$ cat config.mk
export PLATFORM = sky130hd
export DESIGN_NAME = cheese_score_ctrl
export DESIGN_NICKNAME = d
export VERILOG_FILES = /design/src/rtl/game_pkg.sv /design/src/rtl/cheese_score_ctrl_edge_detect.sv /design/src/rtl/cheese_score_ctrl.sv
export SDC_FILE = /design/constraint.sdc
export NUM_CORES = 1
export LEC_CHECK = 0
export CAP_MARGIN = 20
export CORE_MARGIN = 2
export CORE_UTILIZATION = 40
export DETAILED_ROUTE_END_ITERATION = 10
export GPL_TIMING_DRIVEN = 0
export SLEW_MARGIN = 0
export SYNTH_ARGS = -nofsm -noshare
export SYNTH_HDL_FRONTEND = slang
export SYNTH_SLANG_ARGS = --single-unit
$ cat constraint.sdc
create_clock -name clk -period 3.95 [get_ports clk]
set_input_delay 0.5925 -clock clk [delete_from_list [all_inputs] [get_ports clk]]
set_output_delay 0.5925 -clock clk [all_outputs]
set_load 0.01 [all_outputs]
$ cat src/rtl/game_pkg.sv
// Shared game-logic types and helpers for the cheese score controller.
package game_pkg;

   typedef enum logic [2:0] {
      IDLE     = 3'd0,
      ARMED    = 3'd1,
      RESPAWN  = 3'd2,
      COOLDOWN = 3'd3,
      WIN      = 3'd4
   } cheese_state_t;

   localparam int CTR_W          = 8;
   localparam int DEFAULT_TARGET = 9;

   // Count up by one but never past lim; the display cannot show more.
   function automatic logic [CTR_W-1:0] sat_inc(input logic [CTR_W-1:0] v,
                                                input logic [CTR_W-1:0] lim);
      return (v >= lim) ? lim : v + CTR_W'(1);
   endfunction

   // Count down by one, holding at zero instead of wrapping.
   function automatic logic [CTR_W-1:0] sat_dec(input logic [CTR_W-1:0] v);
      return (v == '0) ? '0 : v - CTR_W'(1);
   endfunction

endpackage

$ cat src/rtl/cheese_score_ctrl_edge_detect.sv
// Rising-edge detector: one registered delay, rise = in & ~delayed.
module edge_detect (
   input  logic clk,
   input  logic rst_n,
   input  logic in,
   output logic rise
);

   logic r_in_d;

   // Remember last cycle's level so a held level fires only once.
   always_ff @(posedge clk or negedge rst_n) begin
      if (!rst_n) r_in_d <= 1'b0;
      else        r_in_d <= in;
   end

   assign rise = in & ~r_in_d;

endmodule

$ cat src/rtl/cheese_score_ctrl.sv
// Cheese score controller: counts Jerry/cheese pickups up to TARGET,
// handshakes cheese respawn and enforces a post-respawn cooldown.
// Optional macro CHEESE_LOSS_EN: Tom catching Jerry removes one cheese.
module cheese_score_ctrl
   import game_pkg::*;
#(
   parameter int TARGET          = DEFAULT_TARGET,
   parameter int COOLDOWN_CYCLES = 16_250_000
) (
   input  logic             clk,
   input  logic             rst_n,
   input  logic             start,
   input  logic             collision,
   input  logic             tom_catch,
   input  logic             respawn_ack,
   output logic [CTR_W-1:0] cheese_ctr,
   output logic             respawn_req,
   output logic             collect_pulse,
   output logic             win
);

   localparam int               TMR_W    = (COOLDOWN_CYCLES > 1) ? $clog2(COOLDOWN_CYCLES) : 1;
   localparam logic [TMR_W-1:0] TMR_LAST = TMR_W'(COOLDOWN_CYCLES - 1);
   localparam logic [CTR_W-1:0] TARGET_C = CTR_W'(TARGET);

   cheese_state_t    r_state, w_state_nx;
   logic [CTR_W-1:0] r_ctr, w_ctr_nx, w_ctr_inc;
   logic [TMR_W-1:0] r_timer, w_timer_nx;
   logic             r_req, w_req_nx;
   logic             r_pulse, w_pulse_nx;
   logic             r_win, w_win_nx;
   logic             w_start_rise, w_coll_rise;

   edge_detect u_start_ed (.clk(clk), .rst_n(rst_n), .in(start),     .rise(w_start_rise));
   edge_detect u_coll_ed  (.clk(clk), .rst_n(rst_n), .in(collision), .rise(w_coll_rise));

`ifdef CHEESE_LOSS_EN
   logic w_catch_rise;
   edge_detect u_catch_ed (.clk(clk), .rst_n(rst_n), .in(tom_catch), .rise(w_catch_rise));
`else
   // Port kept for a stable interface; nothing consumes it in this build.
   logic w_unused_catch;
   assign w_unused_catch = tom_catch;
`endif

   assign w_ctr_inc = sat_inc(r_ctr, TARGET_C);

   // Next state and next register values; a start edge outranks everything.
   always_comb begin
      w_state_nx = r_state;
      w_ctr_nx   = r_ctr;
      w_req_nx   = r_req;
      w_pulse_nx = 1'b0;
      w_win_nx   = r_win;
      w_timer_nx = r_timer;
      if (w_start_rise && (r_state != IDLE)) begin
         w_state_nx = ARMED;
         w_ctr_nx   = '0;
         w_win_nx   = 1'b0;
         w_req_nx   = 1'b0;
         w_timer_nx = '0;
      end else begin
         case (r_state)
            IDLE: begin
               if (w_start_rise) begin
                  w_state_nx = ARMED;
                  w_ctr_nx   = '0;
               end
            end
            ARMED: begin
               if (w_coll_rise) begin
                  w_ctr_nx   = w_ctr_inc;
                  w_pulse_nx = 1'b1;
                  if (w_ctr_inc == TARGET_C) begin
                     w_state_nx = WIN;
                     w_win_nx   = 1'b1;
                  end else begin
                     w_state_nx = RESPAWN;
                     w_req_nx   = 1'b1;
                  end
               end
`ifdef CHEESE_LOSS_EN
               else if (w_catch_rise) begin
                  w_ctr_nx = sat_dec(r_ctr);
               end
`endif
            end
            RESPAWN: begin
               if (respawn_ack) begin
                  w_state_nx = COOLDOWN;
                  w_req_nx   = 1'b0;
                  w_timer_nx = '0;
               end
            end
            COOLDOWN: begin
               if (r_timer == TMR_LAST) begin
                  w_state_nx = ARMED;
                  w_timer_nx = '0;
               end else begin
                  w_timer_nx = r_timer + TMR_W'(1);
               end
`ifdef CHEESE_LOSS_EN
               if (w_catch_rise) w_ctr_nx = sat_dec(r_ctr);
`endif
            end
            WIN: begin
               w_win_nx = 1'b1;
            end
            default: begin
               w_state_nx = IDLE;
            end
         endcase
      end
   end

   // State register plus all registered outputs.
   always_ff @(posedge clk or negedge rst_n) begin
      if (!rst_n) begin
         r_state <= IDLE;
         r_ctr   <= '0;
         r_req   <= 1'b0;
         r_pulse <= 1'b0;
         r_win   <= 1'b0;
         r_timer <= '0;
      end else begin
         r_state <= w_state_nx;
         r_ctr   <= w_ctr_nx;
         r_req   <= w_req_nx;
         r_pulse <= w_pulse_nx;
         r_win   <= w_win_nx;
         r_timer <= w_timer_nx;
      end
   end

   assign cheese_ctr    = r_ctr;
   assign respawn_req   = r_req;
   assign collect_pulse = r_pulse;
   assign win           = r_win;

endmodule

==> summary.txt, run 1 <==
via count - 1815
actual slew at the worst max-slew pin - 0.677 ns
Primary FF master, synth - dfrtp_1
drt total wl - 4890 um
Yosys warning total - 0
worst hold-check path type - primary input to asynchronous set/reset pin
drt via density - 5.62
Post-DP HPWL - 3380 um
Synth-to-Final Area Change - 16.2%
first-pass GRT wire length - 8320 um
Cell Pwr Density - 378 nW/um2
Hold Buf Count CTS - 0
# setup viols final - 0
Final period util - 62.9%
WP buf/inv - 0
Longest Clk Path Bufs - 2
leakage power - 1.00 nW
clk sinks - 40
CP startpoint kind - register
largest cells by area after synthesis - dfrtp_1 47%, a31oi_1 4.1%, a21oi_1 4.0%
antenna violation net count after detailed routing - 0
Critical Path RT - 4.14 ns
FP Rows - 26
Die X-Extent - 76.8 um
final setup TNS - 0 ns
ant diodes - 0
Flop pwr share - 48.9%
CP Max Fanout - 9
vias in the first global route - 1681
clock share of power - 31.2%
Synth cell types - 42
IO Count - 17
Crit. End Element - register
number of remaining DRC errors - 0
Port Buf Inserts - 15
Mapped Cells - 229
pin count of the biggest net entering global routing - 27
critical-path cell list - or4b_1, or4_4, o21ai_1, o21ai_0, a22o_1
Worst Skew - 0.00466 ns
post-synth top area cell - dfrtp_1
worst-skew pair later-pin latency - 0.30 ns
initial cell density of the core - 41.5%
slowest CP cell - o21ai_1
Max-Cap Viols - 0
Final Hold Vio Count - 0
GPL Wtd Cong - 0.793
Slew HR - 54.5%
syn avg cell area - 9.26 um2
Root Buffer - clkbuf_8
CTS tree - built
hold slack - 0.193 ns
Max Slew Vio Count - 0
DR pass1 iterations - 5
layout cells sized above 1 - 5.53%
Comb pwr share - 19.9%
share of flip-flops with an asynchronous set or reset - 100%
Power Internal - 0.647 mW
GRT Util Overall - 17.6%
Worst Path Arrival - 2.68 ns
CP Class - register to register
initial antenna violation count - 0
DR iter-0 viols - 146
TritonCTS Buffers - 5
peak supply drop - 0.214 mV
NetSw - 0.285 mW
RSZ-0062 raised after global routing - false
nets@finish - 262
Post-CTS Setup Inserts - 0
syn_nets - 239
minimum clock period - 2.48 ns
post-synthesis sequential area ratio - 47.2%
gr ovfl total - 0
EDFF count, synth - 0
switching share of power - 30.6%
H-Tree Level Count - 2
Yosys top cell area share - 47.2%
Highest Clock Rate - 0.402 GHz
post-synthesis register bit count - 40
Die Area - 5900 um2
synthesized cell area - 2120 um2
core area - 5110 um2
wire per inst - 15.1 um
cell with the most instances after synthesis - dfrtp_1
Worst-path clk slew - 0.08 ns
die height - 76.8 um
delay-heaviest family, CP - simple AND/OR/NAND/NOR gates
top cells by count, synth - 40 x dfrtp_1, 18 x nand2_1, 17 x a21oi_1
post-CTS resize count - 0
status - finished, final reports clean
critical path's largest stage delay - 0.57 ns
==> final cells by class <==
cell class / count / area (um2)
Tap cell: 70 / 87.6
Multi-Input combinational cell: 174 / 1040
Fill cell: 508 / 2640
Sequential cell: 40 / 1000
Timing Repair Buffer: 16 / 165
Clock buffer: 8 / 90.1
Inverter: 7 / 26.3
Buffer: 8 / 53.8
==> state kept, by name (all words and copies together), names as in the netlist <==
signal / flops
cheese_ctr: 8
collect_pulse: 1
r_state: 3
r_timer: 24
respawn_req: 1
u_coll_ed.r_in_d: 1
u_start_ed.r_in_d: 1
win: 1
==> layout by cell type, fill, tap and decap left out, types with 3 or more instances in the layout <==
cell | netlist | layout
nand2_1 | 18 | 18
buf_6 | 3 | 3
a31oi_1 | 14 | 14
a21oi_1 | 17 | 17
o21ai_0 | 16 | 16
or4_1 | 4 | 4
and2_1 | 8 | 8
and3_1 | 5 | 5
clkbuf_8 | 0 | 6
dfrtp_1 | 40 | 40
clkbuf_1 | 4 | 6
clkdlybuf4s50_1 | 0 | 14
nor4_1 | 4 | 4
ha_1 | 4 | 4
inv_1 | 7 | 7
nand3_1 | 13 | 13
o2bb2ai_1 | 3 | 3
nand4_1 | 8 | 8
nor3_1 | 5 | 5
nand2b_1 | 11 | 11
nor2_1 | 14 | 14
a41oi_1 | 3 | 3
==> worst paths after layout <==
| check | startpoint | endpoint | slack (ns) | cells past startpoint |
|---|---|---|---|---|
| min | rst_n | r_timer[20]$_DFFE_PN0P_ | 0.19 | 1 |
| max in group asynchronous | rst_n | cheese_ctr[0]$_DFFE_PN0P_ | 3.30 | 2 |
| max | r_timer[11]$_DFFE_PN0P_ | r_timer[2]$_DFFE_PN0P_ | 1.47 | 5 |
| min reg2reg | cheese_ctr[5]$_DFFE_PN0P_ | cheese_ctr[5]$_DFFE_PN0P_ | 0.51 | 1 |
| min in group clk | cheese_ctr[5]$_DFFE_PN0P_ | cheese_ctr[5]$_DFFE_PN0P_ | 0.51 | 1 |
| max reg2reg | r_timer[11]$_DFFE_PN0P_ | r_timer[2]$_DFFE_PN0P_ | 1.47 | 5 |
==> kinds of logic (layout without fill, tap and decap cells) <==
kind of cell               count (synthesis)  count (layout)  share of synthesized area (%)
adders and majority gates                  4               4                           2.36
and+or+nand+nor                           99              99                           25.3
buffers and inverters                     15              39                           3.78
DFF                                       40              40                           47.2
xor gates and xnor gates                   1               1                          0.413
AOI/OAI and AO/OA                         70              70                           20.9
==> power by group through the flow <==
stage | logic, mW | clock network [mW] | registers, mW
floorplan | 0.118 | 0 | 0.461
global placement | 0.183 | 0 | 0.461
detailed placement | 0.188 | 0 | 0.463
CTS | 0.188 | 0.292 | 0.456
global route | 0.213 | 0.313 | 0.460
finish | 0.186 | 0.291 | 0.456
==> per-layer routing <==
metal | global-route usage, % | wire (um)
met2 | 26.4 | 2220
met1 | 24.8 | 2390
met4 | 7.64 | 96
met3 | 3.53 | 177
met5 | 0 | 0
==> through the flow <==
step                worst slack [ns]  instances  cell area, um2  total power [mW]  utilization (%)
floorplan                       1.82        229            2120             0.579                -
global placement                1.22        314            2360             0.644             46.2
detailed placement              1.25        315            2370             0.650             46.5
CTS                             1.48        323            2460             0.936             48.2
global route                    1.29        323            2460             0.987             48.2
finish                          1.47        323            2460             0.932             48.2
Power figures use the tool's default switching activity.
==> run 2, diff against run 1 <==
- clock period: 3.95 -> 2.6 ns (I/O delays scaled with it)
==> run 2 against run 1 <==
Against the previous run: the run now ends with negative hold slack left; first-iteration DRC count is 2.7% higher; sequential share of layout area shrank 0.062 points; critical path depth increased by 1; worst hold slack worse by 0.20 ns; highest routed layer unchanged.
==> summary.txt, run 2 (synthesis results as in run 1) <==
status - complete, but fails checks (was finished, final reports clean)
Cell Pwr Density - 575 nW/um2 (was 378 nW/um2)
R2R depth - 6 (was 5)
cell area after placement - 2370 um2 (unchanged)
Hold Buf Count CTS - 0 (unchanged)
GPL Wtd Cong - 0.793 (unchanged)
drt total wl - 4900 um (was 4890 um)
final worst setup slack - 0.246 ns (was 1.47 ns)
slowest CP cell - nor4_1 (was o21ai_1)
peak supply drop - 0.324 mV (was 0.214 mV)
most frequent cells in the layout - 40 x dfrtp_1, 18 x nand2_1, 17 x a21oi_1 (unchanged)
# setup viols final - 0 (unchanged)
WP buf/inv - 0 (unchanged)
IO Count - 17 (unchanged)
Highest Clock Rate - 0.425 GHz (was 0.402 GHz)
Die Area - 5900 um2 (unchanged)
launch point of the worst reg-to-reg path - r_timer[0]$_DFFE_PN0P_ (was r_timer[11]$_DFFE_PN0P_)
Synth-to-Final Area Change - 16.3% (was 16.2%)
dpl ws - 0.103 ns (was 1.25 ns)
wire per inst - 15.2 um (was 15.1 um)
minimum clock period - 2.35 ns (was 2.48 ns)
H-Tree Level Count - 2 (unchanged)
R2R Path End - r_timer[22]$_DFFE_PN0P_ (was r_timer[2]$_DFFE_PN0P_)
TritonCTS Buffers - 5 (unchanged)
first-pass GRT wire length - 8320 um (unchanged)
Max-Cap Viols - 0 (unchanged)
post-route cell area - 2470 um2 (was 2460 um2)
Die X-Extent - 76.8 um (unchanged)
Reg area - 1000 um2 (unchanged)
delay-heaviest family, CP - simple AND/OR/NAND/NOR gates (unchanged)
initial antenna violation count - 0 (unchanged)
hold slack - -0.0102 ns (was 0.193 ns)
final setup TNS - 0 ns (unchanged)
DR pass1 iterations - 4 (was 5)
CP startpoint kind - register (unchanged)
GRT Util Overall - 17.6% (unchanged)
Final period util - 90.5% (was 62.9%)
leakage power - 1.01 nW (was 1.00 nW)
Max Slew Vio Count - 0 (unchanged)
most common cell after layout, fill and taps aside - dfrtp_1 (unchanged)
post-CTS resize count - 0 (unchanged)
Cells after DPL - 315 (unchanged)
Top reg by flops - r_timer (unchanged)
Fillers - 508 (unchanged)
Post-DP HPWL - 3380 um (unchanged)
core area - 5110 um2 (unchanged)
Crit. End Element - register (unchanged)
Worst Skew - 0.00454 ns (was 0.00466 ns)
initial cell density of the core - 41.5% (unchanged)
Final Non-Filler Cells - 323 (unchanged)
max FFs per register - 24 (unchanged)
ant diodes - 0 (unchanged)
Root Buffer - clkbuf_8 (unchanged)
layout cells sized above 1 - 5.93% (was 5.53%)
RSZ-0062 raised after global routing - false (unchanged)
Final Core Density - 48.3% (was 48.2%)
Worst Path Arrival - 2.58 ns (was 2.68 ns)
Port Buf Inserts - 15 (unchanged)
FP Rows - 26 (unchanged)
Slew HR - 56.2% (was 54.5%)
Longest Clk Path Bufs - 2 (unchanged)
nets@finish - 262 (unchanged)
CTS tree - built (unchanged)
Post-CTS Setup Inserts - 0 (unchanged)
worst hold-check path type - primary input to asynchronous set/reset pin (unchanged)
critical path's largest stage delay - 0.62 ns (was 0.57 ns)
gr ovfl total - 0 (unchanged)
pin count of the biggest net entering global routing - 27 (unchanged)
actual slew at the worst max-slew pin - 0.650 ns (was 0.677 ns)
drt via density - 5.65 (was 5.62)
via count - 1825 (was 1815)
Multi-input gate area - 1040 um2 (about the same)
CP Max Fanout - 7 (was 9)
worst-skew pair later-pin latency - 0.30 ns (about the same)
total chip power - 1.42 mW (was 0.932 mW)
Final Hold Vio Count - 14 (was 0)
die height - 76.8 um (unchanged)
Critical Path RT - 2.83 ns (was 4.14 ns)
DR iter-0 viols - 150 (was 146)
vias in the first global route - 1681 (unchanged)
clk sinks - 40 (unchanged)
number of remaining DRC errors - 0 (unchanged)
failing checks - negative hold slack
critical-path cell list - ha_1, nand3_1, nor4_1, nand4_1, or3_1, a21oi_1 (was or4b_1, or4_4, o21ai_1, o21ai_0, a22o_1)
antenna violation net count after detailed routing - 0 (unchanged)
flop2flop setup slack - 0.25 ns (was 1.47 ns)
CP Class - register to register (unchanged)
Worst-path clk slew - 0.08 ns (about the same)
==> run 2: cell counts in the layout (fill, tap and decap cells not counted) <==
No cell type changed its count.
==> run 2: worst max-delay path by stage <==
stage,startpoint,slack [ns],depth (start not counted),to
after global placement,rst_n,0.07,1,r_timer[0]$_DFFE_PN0P_
after CTS,r_timer[9]$_DFFE_PN0P_,0.13,6,r_timer[2]$_DFFE_PN0P_
after floorplan,r_timer[9]$_DFFE_PN0P_,0.47,7,r_timer[2]$_DFFE_PN0P_
final,r_timer[0]$_DFFE_PN0P_,0.25,6,r_timer[22]$_DFFE_PN0P_
after global routing,r_timer[0]$_DFFE_PN0P_,0.07,6,r_timer[22]$_DFFE_PN0P_
after detailed placement,start,0.10,6,r_timer[12]$_DFFE_PN0P_
==> run 2: where the power goes <==
part           total [mW]  switching (mW)  internal (mW)
logic               0.285           0.172          0.113
clock network       0.442           0.226          0.217
registers           0.692          0.0382          0.654
==> run 2: worst register-to-register path, stage by stage (launching register included) <==
cell	delay, ns
dfrtp_1	0.42
ha_1	0.23
nand3_1	0.24
nor4_1	0.62
nand4_1	0.26
or3_1	0.35
a21oi_1	0.15
==> run 2: layout make-up <==
class / count / share of cell area (%)
multi-input cells: 174 / 42.3
flip-flops and latches: 40 / 40.6
clock buffers: 8 / 3.65
inverters: 7 / 1.06
repair buffers: 16 / 6.69
well taps: 70 / 3.55
plain buffers: 8 / 2.18
==> run 2: layer usage <==
layer / up-vias / track usage, % / wire (um)
met2: 35 / 26.4 / 2230
li1: 904 / - / -
met4: 0 / 7.64 / 99
met3: 9 / 3.53 / 179
met5: - / 0 / 0
met1: 877 / 24.8 / 2390
==> run 3, diff against run 2 <==
- CORE_MARGIN: 2 -> not set
- CTS_CLUSTER_SIZE: not set -> 12
==> run 3 against run 2 <==
Against the previous run: worst hold slack gained 0.51 ns; clock skew is essentially flat; global-route usage grew 1.3 points; largest cell class unchanged; the run now ends clean; combinational power is essentially flat; design area shrank 0.10%; sequential power is essentially flat.
==> summary.txt, run 3 (synthesis results as in run 1) <==
dpl ws - 0.0985 ns (was 0.103 ns)
R2R depth - 6 (unchanged)
Fillers - 512 (was 508)
minimum clock period - 2.29 ns (was 2.35 ns)
Die X-Extent - 74.8 um (was 76.8 um)
Post-DP HPWL - 3280 um (was 3380 um)
core area - 5110 um2 (unchanged)
flop2flop setup slack - 0.31 ns (was 0.25 ns)
actual slew at the worst max-slew pin - 0.631 ns (was 0.650 ns)
layout cells sized above 1 - 5.93% (unchanged)
antenna violation net count after detailed routing - 0 (unchanged)
Die Area - 5600 um2 (was 5900 um2)
DR pass1 iterations - 4 (unchanged)
Longest Clk Path Bufs - 2 (unchanged)
worst hold-check path type - register to register (was primary input to asynchronous set/reset pin)
most common cell after layout, fill and taps aside - dfrtp_1 (unchanged)
clk sinks - 40 (unchanged)
Critical Path Sink - r_timer[2]$_DFFE_PN0P_ (was r_timer[22]$_DFFE_PN0P_)
DR iter-0 viols - 134 (was 150)
post-route cell area - 2460 um2 (was 2470 um2)
ant diodes - 0 (unchanged)
Reg area - 1000 um2 (unchanged)
initial antenna violation count - 0 (unchanged)
Max Slew Vio Count - 0 (unchanged)
drt total wl - 4710 um (was 4900 um)
status - finished, final reports clean (was complete, but fails checks)
die height - 74.8 um (was 76.8 um)
wire per inst - 14.6 um (was 15.2 um)
CP Class - register to register (unchanged)
peak supply drop - 0.324 mV (about the same)
leakage power - 1.01 nW (about the same)
total chip power - 1.37 mW (was 1.42 mW)
Hold Crit Depth - 1
Highest Clock Rate - 0.437 GHz (was 0.425 GHz)
Critical Path RT - 2.78 ns (was 2.83 ns)
Worst Path Arrival - 2.47 ns (was 2.58 ns)
Port Buf Inserts - 15 (unchanged)
Root Buffer - clkbuf_8 (unchanged)
met2 WL - 2090 um (was 2230 um)
top routing layer used - met4 (unchanged)
Final period util - 88.0% (was 90.5%)
Crit. End Element - register (unchanged)
pin count of the biggest net entering global routing - 28 (was 27)
nets@finish - 263 (was 262)
cell area after placement - 2370 um2 (unchanged)
vias in the first global route - 1658 (was 1681)
Final Hold Vio Count - 0 (was 14)
most frequent cells in the layout - 40 x dfrtp_1, 18 x nand2_1, 17 x a21oi_1 (unchanged)
R2R Path End - r_timer[2]$_DFFE_PN0P_ (was r_timer[22]$_DFFE_PN0P_)
Max-Cap Viols - 0 (unchanged)
Post-CTS Setup Inserts - 0 (unchanged)
FP Rows - 26 (unchanged)
drt via density - 5.56 (was 5.65)
M1 wire length - 2460 um (was 2390 um)
IO Count - 17 (unchanged)
final setup TNS - 0 ns (unchanged)
final worst setup slack - 0.311 ns (was 0.246 ns)
worst-skew pair later-pin latency - 0.29 ns (was 0.30 ns)
Worst-path clk slew - 0.07 ns (was 0.08 ns)
met3 wire len - 115 um (was 179 um)
Multi-input gate area - 1040 um2 (unchanged)
GPL Wtd Cong - 0.764 (was 0.793)
number of remaining DRC errors - 0 (unchanged)
Synth-to-Final Area Change - 16.2% (was 16.3%)
H-Tree Level Count - 2 (unchanged)
launch point of the worst reg-to-reg path - r_timer[9]$_DFFE_PN0P_ (was r_timer[0]$_DFFE_PN0P_)
# setup viols final - 0 (unchanged)
Top reg by flops - r_timer (unchanged)
GRT Util Overall - 19.0% (was 17.6%)
CP Max Fanout - 9 (was 7)
Slew HR - 57.5% (was 56.2%)
TritonCTS Buffers - 5 (unchanged)
CTS tree - built (unchanged)
via count - 1795 (was 1825)
gr ovfl total - 0 (unchanged)
RSZ-0062 raised after global routing - false (unchanged)
Cell Pwr Density - 555 nW/um2 (was 575 nW/um2)
max FFs per register - 24 (unchanged)
first-pass GRT wire length - 7910 um (was 8320 um)
initial cell density of the core - 41.5% (unchanged)
Worst Skew - 0.00469 ns (was 0.00454 ns)
CP startpoint kind - register (unchanged)
critical path startpoint - r_timer[9]$_DFFE_PN0P_ (was r_timer[0]$_DFFE_PN0P_)
run 3: cell count changes in the layout (fill, tap and decap cells not counted), sizes merged:
cell,before,now
clkbuf,12,10
clkinv,0,1
dlygate4sd3,0,1
run 3: metrics by stage:
stage	hold slack (ns)	utilization, %	std cells
global route	0.527	48.3	323
floorplan	0.0944	-	229
CTS	0.499	48.2	323
detailed placement	0.313	46.5	315
finish	0.499	48.3	323
global placement	0.489	46.2	314
run 3: how the worst min path moves through the flow:
stage,start,to,slack (ns)
floorplan,rst_n,cheese_ctr[0]$_DFFE_PN0P_,0.09
global placement,r_timer[18]$_DFFE_PN0P_,r_timer[18]$_DFFE_PN0P_,0.49
detailed placement,rst_n,r_timer[20]$_DFFE_PN0P_,0.31
CTS,r_timer[17]$_DFFE_PN0P_,r_timer[17]$_DFFE_PN0P_,0.50
global route,r_timer[17]$_DFFE_PN0P_,r_timer[17]$_DFFE_PN0P_,0.53
finish,r_timer[17]$_DFFE_PN0P_,r_timer[17]$_DFFE_PN0P_,0.50
run 3: worst max-delay path, cell delays in order, from the launching register on:
cell and delay [ns]:
dfrtp_1 0.38, buf_6 0.13, or4b_1 0.47, or4_4 0.46
o21ai_2 0.40, o21ai_0 0.14, a22o_1 0.20
run 3: power breakdown:
group          internal, mW  total, mW  switching [mW]  leakage (nW)
logic                 0.114      0.284           0.170         0.420
clock network         0.183      0.395           0.212        0.0410
registers             0.654      0.689          0.0347         0.545
total                 0.950       1.37           0.417          1.01
run 3: layout make-up:
cell class / count / share of cell area (%)
Buffer: 8 / 2.18
Clock buffer: 6 / 2.94
Clock inverter: 1 / 0.203
Inverter: 7 / 1.07
Multi-Input combinational cell: 174 / 42.3
Sequential cell: 40 / 40.6
Tap cell: 70 / 3.55
Timing Repair Buffer: 17 / 7.11
run 3: what timing repair did:
| item | in CTS | in global routing |
|---|---|---|
| resized for setup | 0 | 1 |
| endpoints found under the setup margin | 0 | 3 |
| endpoints found under the hold margin | 13 | 0 |
| hold buffers | 1 | 0 |
run 3: layer usage:
| metal | GRT usage, % | vias to the layer above |
|---|---|---|
| met5 | 0 | - |
| met3 | 4.02 | 5 |
| li1 | - | 906 |
| met4 | 6.92 | 0 |
| met1 | 26.3 | 862 |
| met2 | 29.3 | 22 |
